## src/rtl/pwm_multi.sv

```systemverilog
// Multi-channel PWM engine: shared prescaled period counter (edge/center), per-channel compare, shadowed config.
// Outputs are registered one clock after the counter state they reflect; no backpressure, load is always accepted.
module pwm_multi #(
   parameter int CH    = 4,
   parameter int CNT_W = 16,
   parameter int PSC_W = 8
) (
   input  logic                clk,
   input  logic                rst,
   input  logic                en_i,
   input  logic                mode_i,
   input  logic [CNT_W-1:0]    period_i,
   input  logic [CH*CNT_W-1:0] duty_i,
   input  logic [CH-1:0]       pol_i,
   input  logic [PSC_W-1:0]    psc_i,
   input  logic                load_i,
   output logic                load_ack_o,
   output logic [CH-1:0]       pwm_o,
   output logic [CNT_W-1:0]    cnt_o,
   output logic                period_end_o
);

   logic [PSC_W-1:0]    r_psc;
   logic [CNT_W-1:0]    r_cnt;
   logic                r_down;
   logic                r_pend;
   logic                r_st_mode;
   logic [CNT_W-1:0]    r_st_period;
   logic [CH*CNT_W-1:0] r_st_duty;
   logic [CH-1:0]       r_st_pol;
   logic                r_mode;
   logic [CNT_W-1:0]    r_period;
   logic [CH*CNT_W-1:0] r_duty;
   logic [CH-1:0]       r_pol;
   logic [CH-1:0]       r_pwm;
   logic                r_pe;
   logic                r_ack;

   logic                w_tick;
   logic                w_last;
   logic                w_bnd;
   logic                w_xfer;
   logic [CNT_W-1:0]    w_cnt_nxt;
   logic                w_down_nxt;
   logic [CH-1:0]       w_raw;

   always_comb begin
      w_tick     = en_i && (r_psc == psc_i);
      w_last     = 1'b0;
      w_cnt_nxt  = r_cnt;
      w_down_nxt = r_down;
      // r_down is set on arrival at P, so in center mode the 1->0 step is the last tick
      if (r_period == '0)
         w_last = 1'b1;
      else if (r_mode)
         w_last = r_down && (r_cnt == CNT_W'(1));
      else
         w_last = (r_cnt >= r_period);

      if (w_last) begin
         w_cnt_nxt  = '0;
         w_down_nxt = 1'b0;
      end else if (r_mode && r_down) begin
         w_cnt_nxt  = r_cnt - CNT_W'(1);
         w_down_nxt = 1'b1;
      end else if (r_mode) begin
         w_cnt_nxt  = r_cnt + CNT_W'(1);
         w_down_nxt = ((r_cnt + CNT_W'(1)) == r_period);
      end else begin
         w_cnt_nxt  = r_cnt + CNT_W'(1);
         w_down_nxt = 1'b0;
      end

      w_bnd  = w_tick && w_last;
      w_xfer = r_pend && (w_bnd || !en_i);

      w_raw = '0;
      for (int k = 0; k < CH; k++)
         w_raw[k] = (r_cnt < r_duty[k*CNT_W +: CNT_W]);
   end

   always_ff @(posedge clk) begin
      if (!rst) begin
         r_psc       <= '0;
         r_cnt       <= '0;
         r_down      <= 1'b0;
         r_pend      <= 1'b0;
         r_st_mode   <= 1'b0;
         r_st_period <= '0;
         r_st_duty   <= '0;
         r_st_pol    <= '0;
         r_mode      <= 1'b0;
         r_period    <= '0;
         r_duty      <= '0;
         r_pol       <= '0;
         r_pwm       <= '0;
         r_pe        <= 1'b0;
         r_ack       <= 1'b0;
      end else begin
         r_ack <= w_xfer;
         r_pe  <= w_bnd;
         r_pwm <= en_i ? (w_raw ^ r_pol) : r_pol;

         if (!en_i) begin
            r_psc  <= '0;
            r_cnt  <= '0;
            r_down <= 1'b0;
         end else if (w_tick) begin
            r_psc  <= '0;
            r_cnt  <= w_cnt_nxt;
            r_down <= w_down_nxt;
         end else begin
            r_psc <= r_psc + PSC_W'(1);
         end

         // Transfer takes the old staging contents even if load_i hits the same edge
         if (w_xfer) begin
            r_mode   <= r_st_mode;
            r_period <= r_st_period;
            r_duty   <= r_st_duty;
            r_pol    <= r_st_pol;
            r_cnt    <= '0;
            r_down   <= 1'b0;
         end

         if (load_i) begin
            r_st_mode   <= mode_i;
            r_st_period <= period_i;
            r_st_duty   <= duty_i;
            r_st_pol    <= pol_i;
            r_pend      <= 1'b1;
         end else if (w_xfer) begin
            r_pend <= 1'b0;
         end
      end
   end

   assign load_ack_o   = r_ack;
   assign pwm_o        = r_pwm;
   assign cnt_o        = r_cnt;
   assign period_end_o = r_pe;

endmodule

```

## config.mk

```make
export PLATFORM = sky130hd
export DESIGN_NAME = pwm_multi
export DESIGN_NICKNAME = d
export VERILOG_FILES = /design/src/rtl/pwm_multi.sv
export SDC_FILE = /design/constraint.sdc
export NUM_CORES = 1
export LEC_CHECK = 0
export CAP_MARGIN = 5
export CELL_PAD_IN_SITES_DETAIL_PLACEMENT = 1
export CELL_PAD_IN_SITES_GLOBAL_PLACEMENT = 1
export CORE_MARGIN = 2
export CORE_UTILIZATION = 35
export DETAILED_ROUTE_END_ITERATION = 8
export PLACE_DENSITY_LB_ADDON = 0.12
export SYNTH_ARGS = -nofsm -noshare
export SYNTH_HDL_FRONTEND = slang
export SYNTH_SLANG_ARGS = --single-unit
```

## constraint.sdc

```tcl
create_clock -name clk -period 3.1 [get_ports clk]
set_input_delay 0.465 -clock clk [delete_from_list [all_inputs] [get_ports clk]]
set_output_delay 0.465 -clock clk [all_outputs]
set_load 0.01 [all_outputs]
```

==> summary by stage, run 1 <==
Run status
The flow ran to the end, and the final reports show no timing, DRC or antenna violations.

Detailed routing
The detailed router placed 8544 vias in this run. The first routing iteration left 337 violations. In the routed layout, each cell is associated on average with a via count of 5.08.

After detailed routing, the number of remaining DRC violations is 0. The routed wirelength normalized by instance count is 17.7 um. Summed over all layers, the routed wires come to 29.7 mm. The antenna violation net count after detailed routing is 0. The number of iterations in the first detailed-routing pass is 4.

Setup path
STA puts the critical path data arrival time at 3190 ps. Along the worst path, the maximum fanout reaches 42. The worst setup path is of the flip-flop to flip-flop kind. STA classifies the critical path startpoint as a flip-flop. The category of the worst setup path capture point is a flip-flop. The required time of the critical path is 3490 ps.

Die
The height of the die is 176 um. The die is 176 um wide. In this run the core area contains 62 standard-cell rows. The I/O pin count is 119. The floorplan core area is 28900 um2. The effective utilization at floorplan is 35.7%.

The full die area is 30800 um2.

Global routing
The number of global-route vias before repair is 8992. The number of antenna violations at the first check in global routing came to 0. Entering global routing, the biggest net connects 58 pins. The first global-routing pass estimated 48.4 mm of wire.

The remaining global-route overflow is 0. The all-layer global routing usage is 19.6%.

Synth
In the synthesized netlist the dominant register cell turns out to be sky130_fd_sc_hd__dfxtp_1. The number of instances in the synthesized netlist is 1151. The share of synthesized registers carrying an async set or reset is 0%. The post-synthesis cell area is 10300 um2.

The synthesized design contains 202 register bits. Yosys mapped a number of flops with a built-in enable equal to 0. For this run, the number of Yosys warnings is 0. Summing the sequential cell areas from Yosys gives 39.2% of the chip area.

Synthesis produced a netlist with a net count of 1328. The netlist uses 54 different library cells. The post-synthesis area per instance is 8.96 um2.

Clock tree
In this run the clock root is driven by a sky130_fd_sc_hd__clkbuf_16. After clock tree synthesis, the setup repair step added 0 buffers. The clock slew at the register clock pins of the worst setup and hold paths is 60 ps. The CTS buffer count is 24. The maximum number of buffers from clock root to sink is 3. TritonCTS built the clock tree.

The later pin in the worst-skew pair is clocked with a latency of 530 ps. The total number of clock tree sinks is 202. The number of hold buffers added after CTS was 0. In this run, post-CTS repair resized a total of 0 instances. In this run the number of H-tree levels came out at 1.

Timing
The number of pins exceeding their max-slew limit in the final report is 0. Derived from the worst setup path, the maximum achievable clock frequency is 357 MHz. In the final timing run, aggregate negative setup slack is 0 ps. In this run the tightest slew margin relative to its limit is 64.8%.

The time the worst path needs with I/O delays and setup is 2800 ps. Setup repair after global routing left no endpoint under its margin. The share of the cycle needed by the critical path after routing is 90.3%.

At the pin with the least slew margin, the transition time is 526 ps. Across the routed clock network, the largest skew measured is 15.5 ps. Once routing completed, OpenROAD measured the worst setup slack at 300 ps. The worst hold slack after final layout is 484 ps. The count of endpoints failing hold in the final timing report is 0. The number of setup violations in the final report is 0.

Finish
The final cell area excluding filler cells is 12900 um2. The post-route netlist has 7.40% of its cells at a drive strength greater than 1. The area taken by flip-flops and latches is 4040 um2. The area of combinational cells with multiple inputs is 5650 um2. The final layout contains 1459 nets.

The count of inserted antenna diode cells is 0. The layout overhead on the synthesized area is 25.3%. The count of filler cells inserted in the layout is 3359.

Placement
The post-placement worst setup slack is 234 ps. In this run the cell area measured after placement is 12100 um2. The weighted congestion at the end of routability-driven global placement is 0.833. The number of buffer cells added on primary ports is 118. Summed over all nets, the half-perimeter wirelength after detailed placement is 21.1 mm.

Job
Max-cap violations in this run came to 0.

Power and ir drop
The worst voltage drop across the vdd grid is 0.350 mV. In this run the power density over the cells is 485 nW/um2. In this run the static leakage power is 5.77 nW.

Worst hold path
The min-delay analysis places its worst path in the category flip-flop to flip-flop.
==> report_power, final <==
part | internal (mW) | total [mW] | switching (mW) | leakage (nW)
clock | 1.81 | 2.95 | 1.15 | 0.399
sequential | 2.69 | 2.75 | 0.0560 | 1.65
combinational | 0.292 | 0.569 | 0.277 | 3.72
total | 4.79 | 6.27 | 1.48 | 5.77
==> critical path, stage by stage, from the launching register on <==
cell	delay, ps
sky130_fd_sc_hd__dfxtp_1	410
sky130_fd_sc_hd__inv_1	70
sky130_fd_sc_hd__ha_1	280
sky130_fd_sc_hd__a41oi_1	210
sky130_fd_sc_hd__o21ai_0	120
sky130_fd_sc_hd__a22oi_1	270
sky130_fd_sc_hd__a311oi_1	190
sky130_fd_sc_hd__o31ai_4	430
sky130_fd_sc_hd__buf_12	340
sky130_fd_sc_hd__mux2i_1	240
sky130_fd_sc_hd__nor2_1	60
==> flip-flops by register name, indices dropped and copies added, names as in the netlist <==
name          cells
r_down            1
pwm_o             4
r_st_duty        64
r_mode            1
r_pol             4
r_duty           64
period_end_o      1
r_pend            1
r_st_period      16
cnt_o            16
r_psc             8
r_period         16
load_ack_o        1
r_st_mode         1
r_st_pol          4
==> stage by stage <==
step	utilization, %	power (mW)	cells
2_1_floorplan	-	3.11	1151
3_3_place_gp	41.9	3.37	1640
3_5_place_dp	41.9	3.38	1640
4_1_cts	44.8	6.36	1682
5_1_grt	44.8	6.54	1682
6_report	44.8	6.27	1682
==> per-layer routing <==
layer | global-route usage [%] | wire [um] | vias to the layer above
met2 | 34.5 | 14400 | 129
li1 | - | - | 4241
met4 | 4.92 | 613 | 0
met3 | 2.40 | 1040 | 37
met1 | 25.5 | 13600 | 4137
met5 | 0 | 0 | -
==> kinds of logic after synthesis <==
group,synth area share (%)
compound gates,8.00
xor+xnor,2.63
fa+ha+maj,9.71
buf+inv,6.12
flops,39.2
mux,16.6
simple gates,17.7
==> path summary, 6_finish.rpt <==
path          startpoint         to  slack [ps]  cells after the start
min reg2reg     r_psc[0]   r_psc[0]         480                      1
max reg2reg  r_period[9]  r_duty[9]         300                     10
min             r_psc[0]   r_psc[0]         480                      1
max          r_period[9]  r_duty[9]         300                     10
==> Yosys cell counts, types with 6 or more instances <==
library cell,count,share of area (%)
sky130_fd_sc_hd__dfxtp_1,202,39
sky130_fd_sc_hd__nor2_1,198,7.2
sky130_fd_sc_hd__mux2i_1,171,17
sky130_fd_sc_hd__inv_1,90,3.3
sky130_fd_sc_hd__ha_1,80,9.7
sky130_fd_sc_hd__a21oi_1,48,2.3
sky130_fd_sc_hd__clkbuf_1,40,1.5
sky130_fd_sc_hd__o21ai_0,38,1.8
sky130_fd_sc_hd__nand2_1,32,1.2
sky130_fd_sc_hd__nand4_1,28,1.7
sky130_fd_sc_hd__nand3_1,24,1.2
sky130_fd_sc_hd__xor2_1,19,1.6
sky130_fd_sc_hd__nand3b_1,16,1.2
sky130_fd_sc_hd__nor4_1,16,0.97
sky130_fd_sc_hd__nor3_1,15,0.73
sky130_fd_sc_hd__a21o_1,12,0.87
sky130_fd_sc_hd__buf_2,12,0.58
sky130_fd_sc_hd__nand2b_1,12,0.73
sky130_fd_sc_hd__xnor2_1,12,1.0
sky130_fd_sc_hd__a31oi_1,10,0.61
sky130_fd_sc_hd__or3_1,9,0.55
sky130_fd_sc_hd__buf_6,7,0.76
sky130_fd_sc_hd__and3_1,6,0.36
==> area by class of cell <==
| class | instances | share of cell area, % |
|---|---|---|
| clock buffers | 30 | 4.98 |
| clock inverters | 12 | 1.39 |
| inverters | 90 | 2.65 |
| multi-input cells | 799 | 43.7 |
| flip-flops and latches | 202 | 31.3 |
| well taps | 384 | 3.72 |
| repair buffers | 165 | 12.2 |
==> placed cells by master, fill, tap and decap left out, types with 5 or more instances in the layout <==
cell type,n
sky130_fd_sc_hd__nor2_1,198
sky130_fd_sc_hd__nor2b_1,5
sky130_fd_sc_hd__nand3_1,24
sky130_fd_sc_hd__nand4_1,28
sky130_fd_sc_hd__clkdlybuf4s50_1,117
sky130_fd_sc_hd__clkbuf_16,24
sky130_fd_sc_hd__ha_1,80
sky130_fd_sc_hd__xor2_1,19
sky130_fd_sc_hd__a21oi_1,48
sky130_fd_sc_hd__and4_1,5
sky130_fd_sc_hd__mux2i_1,171
sky130_fd_sc_hd__and3_1,6
sky130_fd_sc_hd__xnor2_1,12
sky130_fd_sc_hd__nand3b_1,16
sky130_fd_sc_hd__nand2_1,32
sky130_fd_sc_hd__nand2b_1,12
sky130_fd_sc_hd__nor3_1,15
sky130_fd_sc_hd__dfxtp_1,202
sky130_fd_sc_hd__o21ai_0,38
sky130_fd_sc_hd__a31oi_1,10
sky130_fd_sc_hd__nor4_1,16
sky130_fd_sc_hd__a21o_1,12
sky130_fd_sc_hd__buf_4,44
sky130_fd_sc_hd__inv_1,89
sky130_fd_sc_hd__or3_1,9
Power figures use the tool's default switching activity.
==> inputs of run 2 (changes only) <==
--- a/config.mk
+++ b/config.mk
@@ -9,7 +9,7 @@
 export CELL_PAD_IN_SITES_DETAIL_PLACEMENT = 1
 export CELL_PAD_IN_SITES_GLOBAL_PLACEMENT = 1
 export CORE_MARGIN = 2
-export CORE_UTILIZATION = 35
+export CORE_UTILIZATION = 30
 export DETAILED_ROUTE_END_ITERATION = 8
 export PLACE_DENSITY_LB_ADDON = 0.12
 export SYNTH_ARGS = -nofsm -noshare
==> run 2 against run 1 <==
Effect of this change: maximum frequency decreased by 3.4%; utilization decreased by 5.9 points; critical path type unchanged; total power shrank 3.3%.
==> summary by stage, run 2 (synthesized netlist as in run 1, its figures left out) <==
Clock tree
The count of hold-fix buffers inserted at cts came to 0 (unchanged). The source-to-sink clock delay at the later pin of the worst-skew pair is 520 ps (about the same). In this run the clock root is driven by a sky130_fd_sc_hd__clkbuf_16. The buffers inserted during post-CTS setup optimization is 0 (unchanged).

The clock slew at the register clock pins of the worst setup and hold paths was 60 ps (about the same). The total number of clock tree sinks came to 202 (unchanged). The maximum number of buffers from clock root to sink is 3 (unchanged). TritonCTS built the clock tree.

The CTS buffer count was 24 (unchanged). The number of H-tree levels was 1 (unchanged). The post-cts repair resize count was 0 (unchanged).

Run status
The run finished with clean final reports.

Detailed routing
The per-cell via count in the routed design is 4.90 (-3.6%). The remaining design rule violation count is 0 (unchanged). The routed wirelength normalized by instance count is 17.9 um (+1.2%).

The number of iterations in the first detailed-routing pass came to 4 (unchanged). The number of vias after detailed routing is 8630 (+1.0%). The antenna violation net count after detailed routing was 0 (unchanged). The routed wire length is 31.5 mm (+6.0%). The number of violations reported at the end of detailed-routing iteration 0 was 375 (+11%).

Power and ir drop
The switching share of power is 23.9% (+0.36 points). The cell area power density came to 463 nW/um2 (-4.6%). The logic gate share of total power was 9.6% (+0.5 points). The design internal power is 4.61 mW (-3.7%). The net switching power is 1.45 mW (-1.8%). The static leakage was 5.84 nW (+1.3%). The power after layout is 6.06 mW (-3.3%).

The worst voltage drop across the vdd grid was 0.298 mV (-15%). The clock group share of total power is 45.1% (-2.0 points). The proportion of power drawn by flip-flops and latches was 45.3% (+1.5 points).

Global routing
The pin count of the biggest net entering global routing is 74 (+28%). The all-layer global routing usage was 17.6% (-2.0 points). The number of antenna violations at the first check in global routing is 0 (unchanged). The remaining global-route overflow is 0 (unchanged). The number of global-route vias before repair is 8998 (+0.067%). The first-pass GRT wire length was 50.1 mm (+3.7%).

Finish
The count of inserted antenna diode cells came to 0 (unchanged). The number of nets in the finished design is 1477 (+1.2%). Leaving out fill and tap cells, the most frequent cell in the layout is sky130_fd_sc_hd__dfxtp_1. In the final layout, the registers with the most flip-flops are r_duty (64), r_st_duty (64).

The layout overhead on the synthesized area is 27.1%. The final design utilization is 38.9% (-5.9 points). In the layout the commonest cells are sky130_fd_sc_hd__dfxtp_1 (202), sky130_fd_sc_hd__nor2_1 (198), sky130_fd_sc_hd__mux2i_1 (171). The count of placed standard cells in the final layout, fillers left out is 1762 (+4.8%).

The fraction of layout cells with a size suffix above 1 is 8.30% (+0.90 points).

Setup path
The delay contributed by the slowest stage of the critical path is 350 ps (-80 ps). The class of the most critical setup path is flip-flop to flip-flop. The most prevalent standard cell on the critical path is sky130_fd_sc_hd__buf_4. STA classifies the critical path endpoint as a flip-flop. The largest individual stage delay along the critical path comes from the cell sky130_fd_sc_hd__o31ai_4. The required time of the critical path is 3480 ps (about the same).

The top fanout value on the critical path came to 12 (-71%). Walking the worst path, the cells encountered are inv_1 > ha_1 > and3_1 > o21ai_0 > a311o_1 > a311oi_1 > buf_4 > o31ai_4 > buf_4 > buf_12 > mux2i_1 > nor2_1. The arrival time reported for the critical path endpoint is 3280 ps (+90 ps). The type of origin of the critical path is a flip-flop.

Timing
The number of setup violations in the final report came to 0 (unchanged). Setup repair after global routing left no endpoint under its margin. The slew at the pin with the worst max-slew slack is 610 ps (+84.3 ps). The number of pins exceeding their max-slew limit in the final report was 0 (unchanged).

The peak clock frequency supported by timing is 345 MHz (-3.4%). The worst hold slack after final layout is 403 ps (-80.4 ps). The final worst slack is 200 ps (-99.1 ps). The final clock skew is 11.7 ps (-3.77 ps). The remaining max-slew budget at the tightest pin is 59.3% (-5.5 points).

The share of the cycle needed by the critical path after routing is 93.5% (+3.2 points). The time the worst path needs with I/O delays and setup came to 2900 ps (+99.1 ps). The count of endpoints failing hold in the final timing report is 0 (unchanged).

Die
The height of the die was 189 um (+7.8%). The I/O pin count is 119 (unchanged). The cell row count came to 67 (+8.1%).

The full die area is 35900 um2 (+16%). The die width was 189 um (+7.8%). The effective utilization at floorplan is 30.6% (-5.1 points). The floorplan core area was 33700 um2 (+17%).

Worst hold path
The kind of path behind the tightest hold check is input pin to flip-flop.

Placement
The weighted congestion at the end of routability-driven global placement is 0.805 (-3.3%). The number of buffer cells added on primary ports was 118 (unchanged). The post-placement worst setup slack is -0.920 ps (-235 ps). The final HPWL from detailed placement is 22.6 mm (+7.2%). The instance count after placement with tap cells included was 1722 (+5.0%).

Job
The max-cap check violation count was 0 (unchanged).
## run 2: cell count changes in the layout (fill, tap and decap cells not counted), sizes merged
| cell | before | now |
|---|---|---|
| clkbuf | 30 | 35 |
| clkinv | 5 | 4 |
| buf | 48 | 66 |
| clkinvlp | 2 | 0 |
| inv | 91 | 90 |
| bufinv | 4 | 1 |
## run 2: worst max-delay path: cells and delay by family, from the launching register on
kind,cells,cell delay (ps)
multiplexers,1,200
adder cells (fa/ha/maj),1,320
AO/OA/AOI/OAI,4,940
flip-flops,1,330
buffers and inverters,4,770
AND/OR/NAND/NOR,2,200
## run 2: area by class of cell
| cell class | instances | area (um2) |
|---|---|---|
| clock buffers | 35 | 693 |
| well taps | 448 | 561 |
| repair buffers | 183 | 1770 |
| clock inverters | 5 | 50.0 |
| flip-flops and latches | 202 | 4040 |
| inverters | 90 | 343 |
| fillers | 3940 | 20600 |
| multi-input cells | 799 | 5650 |
## run 2: through the flow
step           instance area (um2)  TNS [ps]
6_report                     13100         0
5_1_grt                      13100         0
4_1_cts                      13100         0
3_5_place_dp                 12400    -0.920
3_3_place_gp                 12400         0
2_1_floorplan                10300         0
## run 2: routing by layer
metal / part of all wire, % / vias up / GRT usage [%]
met2: 48 / 119 / 30.5
met4: 1.7 / 0 / 3.82
met1: 47 / 4184 / 23.5
li1: - / 4286 / -
met3: 3.3 / 41 / 2.19
met5: 0 / - / 0
## run 2: power groups by stage
| stage | sequential (mW) | combinational [mW] | clock, mW |
|---|---|---|---|
| final | 2.75 | 0.583 | 2.73 |
| after global routing | 2.76 | 0.642 | 2.93 |
| after CTS | 2.75 | 0.593 | 2.81 |
| after detailed placement | 2.81 | 0.591 | 0 |
| after global placement | 2.81 | 0.581 | 0 |
| after floorplan | 2.79 | 0.327 | 0 |
## run 2: path summary, 6_finish.rpt
path / end / slack (ps) / depth (start not counted) / from
setup / recovery: r_duty[29] / 200 / 12 / cnt_o[0]
hold / removal: r_pend / 400 / 3 / load_i
setup reg to reg: r_duty[29] / 200 / 12 / cnt_o[0]
hold reg to reg: r_psc[0] / 480 / 1 / r_psc[0]
==> inputs of run 3 (changes only) <==
--- a/config.mk
+++ b/config.mk
@@ -8,7 +8,6 @@
 export CAP_MARGIN = 5
 export CELL_PAD_IN_SITES_DETAIL_PLACEMENT = 1
 export CELL_PAD_IN_SITES_GLOBAL_PLACEMENT = 1
-export CORE_MARGIN = 2
 export CORE_UTILIZATION = 30
 export DETAILED_ROUTE_END_ITERATION = 8
 export PLACE_DENSITY_LB_ADDON = 0.12
==> run 3 against run 2 <==
Effect of this change: count of clock-buffer cells in the layout rose by 1; die area decreased by 2.1%; largest cell class unchanged; critical endpoint is now cnt_o[7]; critical path type unchanged; via count is 0.61% lower.
==> summary by stage, run 3 (synthesized netlist as in run 1, its figures left out) <==
Detailed routing
The remaining design rule violation count is 0 (unchanged). The routed wirelength normalized by instance count is 17.4 um (-2.4%). The number of violations reported at the end of detailed-routing iteration 0 came to 306 (-18%). The antenna violation net count after detailed routing came to 0 (unchanged).

The number of iterations in the first detailed-routing pass is 4 (unchanged). The routed wire length is 30.6 mm (-2.8%). The number of vias after detailed routing is 8577 (-0.61%).

The per-cell via count in the routed design is 4.89 (-0.22%).

Setup path
The slowest stage of the critical path belongs to the cell sky130_fd_sc_hd__a31oi_1. The type of origin of the critical path is a flip-flop. The critical path goes through inv_1 > ha_1 > and4_1 > nand3_1 > a311o_1 > a31oi_1 > nor2_1 > a221oi_1 > nor3_1. The required time of the critical path is 3500 ps (+20 ps).

The delay contributed by the slowest stage of the critical path came to 650 ps (+300 ps). The arrival time reported for the critical path endpoint was 3330 ps (+50 ps). The category of the worst setup path capture point is a flip-flop. The worst setup path is of the flip-flop to flip-flop kind. The top fanout value on the critical path came to 6 (-6).

Timing
The number of setup violations in the final report came to 0 (unchanged). The remaining max-slew budget at the tightest pin is 49.6% (-9.7 points). The peak clock frequency supported by timing was 341 MHz (-1.2%). The number of pins exceeding their max-slew limit in the final report is 0 (unchanged). The share of the cycle needed by the critical path after routing is 94.6% (+1.1 points). The count of endpoints failing hold in the final timing report was 0 (unchanged). The slew at the pin with the worst max-slew slack is 752 ps (+142 ps). The time the worst path needs with I/O delays and setup was 2930 ps (+34.4 ps).

Setup repair after global routing left no endpoint under its margin. The final clock skew is 12.7 ps (+1.02 ps).

Global routing
The number of antenna violations at the first check in global routing was 0 (unchanged). The pin count of the biggest net entering global routing is 87 (+18%). The number of global-route vias before repair is 8770 (-2.5%).

The all-layer global routing usage is 17.3% (-0.30 points). The busiest layer in global routing is met2. The met2 capacity usage during global routing is 29.7% (-0.80 points). The met3 global-route usage came to 2.42% (+0.23 points). The remaining global-route overflow is 0 (unchanged). The first-pass GRT wire length is 48.3 mm (-3.6%). The met1 usage is 22.9% (-0.57 points).

Placement
The instance count after placement with tap cells included came to 1711 (-0.64%). The weighted congestion at the end of routability-driven global placement is 0.839 (+4.2%). The number of buffer cells added on primary ports came to 118 (unchanged). The final HPWL from detailed placement is 21.5 mm (-4.9%).

Clock tree
The source-to-sink clock delay at the later pin of the worst-skew pair was 530 ps (about the same). The count of hold-fix buffers inserted at cts is 0 (unchanged). The clock slew at the register clock pins of the worst setup and hold paths is 60 ps (about the same). The maximum number of buffers from clock root to sink is 3 (unchanged).

CTS placed an instance of sky130_fd_sc_hd__clkbuf_16 at the clock tree root. The number of H-tree levels is 1 (unchanged). The CTS buffer count is 24 (unchanged). The post-cts repair resize count is 0 (unchanged). The buffers inserted during post-CTS setup optimization is 0 (unchanged). TritonCTS built the clock tree. The total number of clock tree sinks is 202 (unchanged).

Finish
The library cell used most frequently in the layout, excluding fill and tap cells, is sky130_fd_sc_hd__dfxtp_1. The count of inserted antenna diode cells came to 0 (unchanged). The largest registers in the layout are r_duty (64), r_st_duty (64). The fraction of layout cells with a size suffix above 1 is 7.88% (-0.41 points). The count of placed standard cells in the final layout, fillers left out came to 1755 (-0.40%). The final design utilization is 38.7% (-0.18 points). The number of nets in the finished design is 1466 (-0.74%). The layout overhead on the synthesized area is 26.5%. The top cell types in the final layout, fill and taps aside, are sky130_fd_sc_hd__dfxtp_1 (202), sky130_fd_sc_hd__nor2_1 (198), sky130_fd_sc_hd__mux2i_1 (171).

Power and ir drop
The static leakage is 5.79 nW (-0.78%). The cell area power density came to 479 nW/um2 (+3.5%). The worst voltage drop across the vdd grid came to 0.376 mV (+26%).

Die
The height of the die is 187 um (-1.1%). The I/O pin count is 119 (unchanged). The full die area is 35100 um2 (-2.1%).

The die width is 187 um (-1.1%). The effective utilization at floorplan was 30.6% (unchanged). The cell row count was 67 (unchanged).

The floorplan core area was 33700 um2 (unchanged).

Job
The max-cap check violation count is 0 (unchanged).

Worst hold path
The kind of path behind the tightest hold check is flip-flop to flip-flop.

Run status
The flow ran to the end, and the final reports show no timing, DRC or antenna violations.
-- run 3: cell count changes in the layout (fill, tap and decap cells not counted) --
cell / change
sky130_fd_sc_hd__clkinvlp_4: +2
sky130_fd_sc_hd__buf_4: -7
sky130_fd_sc_hd__clkbuf_8: +2
sky130_fd_sc_hd__clkinv_2: -1
sky130_fd_sc_hd__bufinv_16: +1
sky130_fd_sc_hd__clkinv_4: +1
sky130_fd_sc_hd__clkbuf_1: -1
sky130_fd_sc_hd__buf_12: -4
-- run 3: cell type report --
class,instances,area (um2)
fill,3882,20700
tap,448,561
clock buffer,36,717
timing repair buffer,172,1630
clock inverter,8,98.8
inverter,90,343
multi-input combinational,799,5650
sequential,202,4040
-- run 3: per-stage QoR --
stage / setup WS, ps / area [um2] / hold WS (ps) / setup TNS [ps] / total power, mW
after floorplan: 344 / 10300 / 436 / 0 / 3.11
after global placement: 17.5 / 12200 / 468 / 0 / 3.38
after detailed placement: -18.4 / 12200 / 470 / -52.0 / 3.39
after CTS: 225 / 13000 / 490 / 0 / 6.35
after global routing: 8.87 / 13000 / 509 / 0 / 6.50
final: 166 / 13000 / 484 / 0 / 6.25
-- run 3: routing by layer --
layer  share of wire [%]  vias to the layer above
li1                    -                     4267
met1                  48                     4151
met2                  47                      121
met3                 3.6                       38
met4                 1.7                        0
met5                   0                        -
-- run 3: where the power goes --
group          internal (mW)  switching, mW
combinational          0.296          0.279
clock                   1.76           1.16
sequential              2.69         0.0575
-- run 3: critical path: cells and delay by family (launching register included) --
family                     cells  cell delay (ps)
and+or+nand+nor                4              760
DFF                            1              330
AOI/OAI and AO/OA              3             1340
buffers and inverters          1               80
adders and majority gates      1              300
-- run 3: worst paths after layout --
| check | startpoint | to | slack [ps] | cells past startpoint |
|---|---|---|---|---|
| worst max register to register | r_period[15] | cnt_o[7] | 170 | 9 |
| worst min register to register | r_psc[0] | r_psc[0] | 480 | 1 |
| worst min-delay path | r_psc[0] | r_psc[0] | 480 | 1 |
| worst max-delay path | r_period[15] | cnt_o[7] | 170 | 9 |
==> patch 1 (flow settings as in run 3) <==
Reset style: asynchronous (`rst`), changed in one clocked block.
--- a/src/rtl/pwm_multi.sv
+++ b/src/rtl/pwm_multi.sv
@@ -79,7 +79,7 @@
          w_raw[k] = (r_cnt < r_duty[k*CNT_W +: CNT_W]);
    end
 
-   always_ff @(posedge clk) begin
+   always_ff @(posedge clk or negedge rst) begin
       if (!rst) begin
          r_psc       <= '0;
          r_cnt       <= '0;
Formal check against the unedited RTL: differs if rst is asserted again (counterexample within 4 cycles, from zero or initial values and one cycle with rst low); with rst held inactive, the same outputs for 4 cycles.
==> patch 1 against run 3 <==
The flow now finishes with violations (design-rule violations). Utilization shrank 0.27 points. Sequential cell count unchanged. Setup slack gained 0.14 ns. Critical path depth is 1 lower. Cell area grew 5.3%. Global-route usage is 0.16 points lower. Area after synthesis is 6.0% higher. Wire length grew 0.32%.
Power is not compared: it rests on default switching activity, and its combinational part moved more than twofold at a synthesized area within 25%.
==> patch 1: results (changes against run 3) <==
status=finished, violations left (was finished clean); failing checks=design-rule violations; r2r setup slk=0.30 ns (was 0.17 ns); Comb power frac=21.3%; CTS Buf Count=25 (was 24); fraction of layout cells with a size suffix above 1=24.1% (was 7.88%); vias in the first global route=8288 (was 8770); post-synthesis mux area share=19.4% (was 16.6%); Synth Area in XOR/XNOR=2.88% (was 2.63%); DR vias/cell=4.88 (was 4.89); Root Buffer=clkbuf_16 (unchanged); Post-synth ARST share=100% (was 0%); CP max FO=45 (was 6); Post-DP HPWL=21900 um (was 21500 um); synth unique cells=56 (was 54); r2r endpoint=r_duty[13] (was cnt_o[7]); dpl ws=0.215 ns (was -0.0184 ns); crit path launch=cnt_o[11] (was r_period[15]); syn nets=1122 (was 1328); GPL Wtd Cong=0.812 (was 0.839); Post-synth top cells=202 x dfrtp_1, 135 x mux2_2, 86 x inv_1, 80 x ha_1, 49 x nand2_1 (was 202 x dfxtp_1, 198 x nor2_1, 171 x mux2i_1, 90 x inv_1, 80 x ha_1); arrival time at the worst endpoint=3.21 ns (was 3.33 ns); Routed WL per cell=19.5 um (was 17.4 um); top_reg_cell synth=dfrtp_1 (was dfxtp_1); Synth Area in Compound Gates=8.42% (was 8.00%); Flop+latch power=0.00349 W; Synth Warn #=0 (unchanged); Iter 0 DRT Violations=264 (was 306); r2r worst-path depth=8 (was 9); Fin Clk Skew=0.00903 ns (was 0.0127 ns); Seq/Total Area, Yosys=46.2% (was 39.2%); biggest regs=r_duty (64), r_st_duty (64) (unchanged); Clock Pin Slew Worst Setup and Hold Paths=0.06 ns (about the same); Area contributors post-synth=dfrtp_1 46%, mux2_2 14%, ha_1 9.2% (was dfxtp_1 39%, mux2i_1 17%, ha_1 9.7%); Fmax achieved=358 MHz (was 341 MHz); first-pass GRT wire length=48700 um (was 48300 um); nets@finish=1275 (was 1466); DRT Pass-1 Iters=8 (was 4); DR DRC count=6 (was 0); Worst-Margin Slew=0.778 ns (was 0.752 ns); CTS Hold Buffers Added=1 (was 0); Adder-Cell Fraction of Synth Area=9.16% (was 9.71%); largest net degree at the start of global routing=84 (was 87); Worst Hold Class=input port to asynchronous set/reset pin (was flop to flop); share of the synthesized area in the top cell type=46.2% (was 39.2%); All-Layer GR Usage=17.2% (was 17.3%)
==> patch 1: cell count changes in the layout (fill, tap and decap cells not counted), sizes merged, moves of 18 or more <==
cell | run 3 | this run
dfrtp | 0 | 202
dfxtp | 202 | 0
mux2 | 0 | 174
mux2i | 171 | 2
nor2 | 198 | 37
a21oi | 48 | 26
nand4 | 28 | 6
o21ai | 38 | 20
==> patch 1: how the worst min path moves through the flow <==
stage            from        endpoint  slack [ns]  cells after the start
2_1_floorplan     rst        cnt_o[0]        0.17                      0
3_3_place_gp      rst  r_st_period[8]        0.47                      1
3_5_place_dp      rst  r_st_period[8]        0.47                      1
4_1_cts           rst  r_st_period[8]        0.47                      2
5_1_grt        load_i   r_st_duty[23]        0.51                      2
6_report          rst  r_st_period[8]        0.46                      2
==> patch 1: through the flow <==
step	cells	hold WS, ns	power [W]	cell area (um2)	utilization [%]
after floorplan	945	0.169	0.00463	10900	-
after global placement	1531	0.474	0.00525	12900	36.1
after detailed placement	1531	0.473	0.00532	12900	36.1
after CTS	1574	0.467	0.00832	13700	38.4
after global routing	1574	0.515	0.00866	13700	38.4
final	1574	0.460	0.00817	13700	38.4
==> patch 1: cell type report <==
type                       count  area [um2]
clock inverter                10         131
sequential                   202        5050
tap                          461         577
timing repair buffer         165        1600
inverter                      86         323
multi-input combinational    618        5370
clock buffer                  32         682
fill                        3886       22000
==> patch 1: critical path, cell delays in order (launching register included) <==
cell and delay, ns:
dfrtp_1 0.64, ha_1 0.35, a21oi_1 0.17, o21a_1 0.19, o211ai_1 0.13, and2_1 0.20, o211ai_4 0.26, buf_12 0.30
mux2_2 0.38
==> patch 1: routing by layer <==
metal  GRT usage (%)  share of wire, %
met3            2.11               3.7
met4            4.78               2.5
met5               0                 0
met2            28.5                48
met1            23.4                46
==> patch 2 (settings of run 3) <==
Without the edit above. Set the parameter `CH` to 8 (it was 4).
--- a/src/rtl/pwm_multi.sv
+++ b/src/rtl/pwm_multi.sv
@@ -1,7 +1,7 @@
 // Multi-channel PWM engine: shared prescaled period counter (edge/center), per-channel compare, shadowed config.
 // Outputs are registered one clock after the counter state they reflect; no backpressure, load is always accepted.
 module pwm_multi #(
-   parameter int CH    = 4,
+   parameter int CH    = 8,
    parameter int CNT_W = 16,
    parameter int PSC_W = 8
 ) (
Interface: changed (resized duty_i, pol_i and pwm_o); port bits go from 119 to 191. The function was not compared with the original's and may differ.
==> patch 2 against run 3 <==
Clock skew is 0.0096 ns higher. Wire length increased by 78%. First-iteration DRC count rose by 59%. Count of clock-buffer cells in the layout grew 25. Clock power increased by 74%. Critical path type unchanged. Die area increased by 68%. Area after synthesis grew 69%. Cell area grew 67%. Total power is 72% higher. Setup slack gained 0.039 ns. Sequential cell count rose by 140. Cell count rose by 68%. Synthesized cell count rose by 71%.
==> patch 2: results (changes against run 3) <==
CTS Buf Count=43 (was 24); area of the multi-input gates=9460 um2 (was 5650 um2); arrival time at the worst endpoint=3.39 ns (was 3.33 ns); CP max stage delay=0.54 ns (was 0.65 ns); inverter count=144 (was 90); CP delay by family, top=simple AND/OR/NAND/NOR gates (was compound AO/OA/AOI/OAI gates); post-synthesis mux area share=17.8% (was 16.6%); GPL Wtd Cong=0.861 (was 0.839); largest net degree at the start of global routing=76 (was 87); grt met1 use=23.8% (was 22.9%); status=finished clean (unchanged); first-pass GRT wire length=84800 um (was 48300 um); Crit-path slowest cell=or4b_1 (was a31oi_1); Hold Startpoint=rst (was r_psc[0]); Clock buffers and inverters, area share=6.59% (was 6.25%); port buffer count=190 (was 118); initial antenna violation count=1 (was 0); Finished Layout Cells=2954 (was 1755); Post-DP HPWL=38900 um (was 21500 um); Adder-Cell Fraction of Synth Area=10.1% (was 9.71%); vias post-DR=14300 (was 8577); r2r worst-path depth=11 (was 9); Multi-In Gates=1382 (was 799); Leakage=8.67 nW (was 5.79 nW); crit path launch=r_period[13] (was r_period[15]); M1 WL=25600 um (was 14600 um); Filler cells=6643 (was 3882); syn nets=2278 (was 1328); Avg Inst Size Synth=8.82 um2 (was 8.96 um2); Area contributors post-synth=dfxtp_1 39%, mux2i_1 18%, ha_1 10% (was dfxtp_1 39%, mux2i_1 17%, ha_1 9.7%); met3 usage=2.71% (was 2.42%); DRT Pass-1 Iters=5 (was 4); r2r endpoint=r_duty[22] (was cnt_o[7]); Hold Path Depth=3 (was 1); All-Layer GR Usage=18.3% (was 17.3%); nets@finish=2469 (was 1466); biggest regs=r_duty (128), r_st_duty (128) (was r_duty (64), r_st_duty (64))
==> patch 2: cell count changes in the layout (fill, tap and decap cells not counted), sizes merged, moves of 16 or more <==
cell	change
a21o	+22
a21oi	+17
inv	+57
nand2	+315
o21ai	+16
dfxtp	+140
mux2i	+139
clkbuf	+25
clkdlybuf4s50	+71
ha	+60
==> patch 2: power by group <==
part | internal (W) | switching [W]
Clock | 0.00305 | 0.00202
Combinational | 0.000489 | 0.000489
Sequential | 0.00457 | 0.0000957
Total | 0.00811 | 0.00261
==> patch 2: stage by stage <==
stage	hold WS (ns)	power (W)	area [um2]	setup slack, ns
global placement	0.443	0.00573	20300	0.245
CTS	0.323	0.0109	21700	0.154
detailed placement	0.448	0.00575	20300	0.190
global route	0.348	0.0112	21700	0.0304
finish	0.337	0.0107	21700	0.205
floorplan	0.435	0.00530	17400	0.104
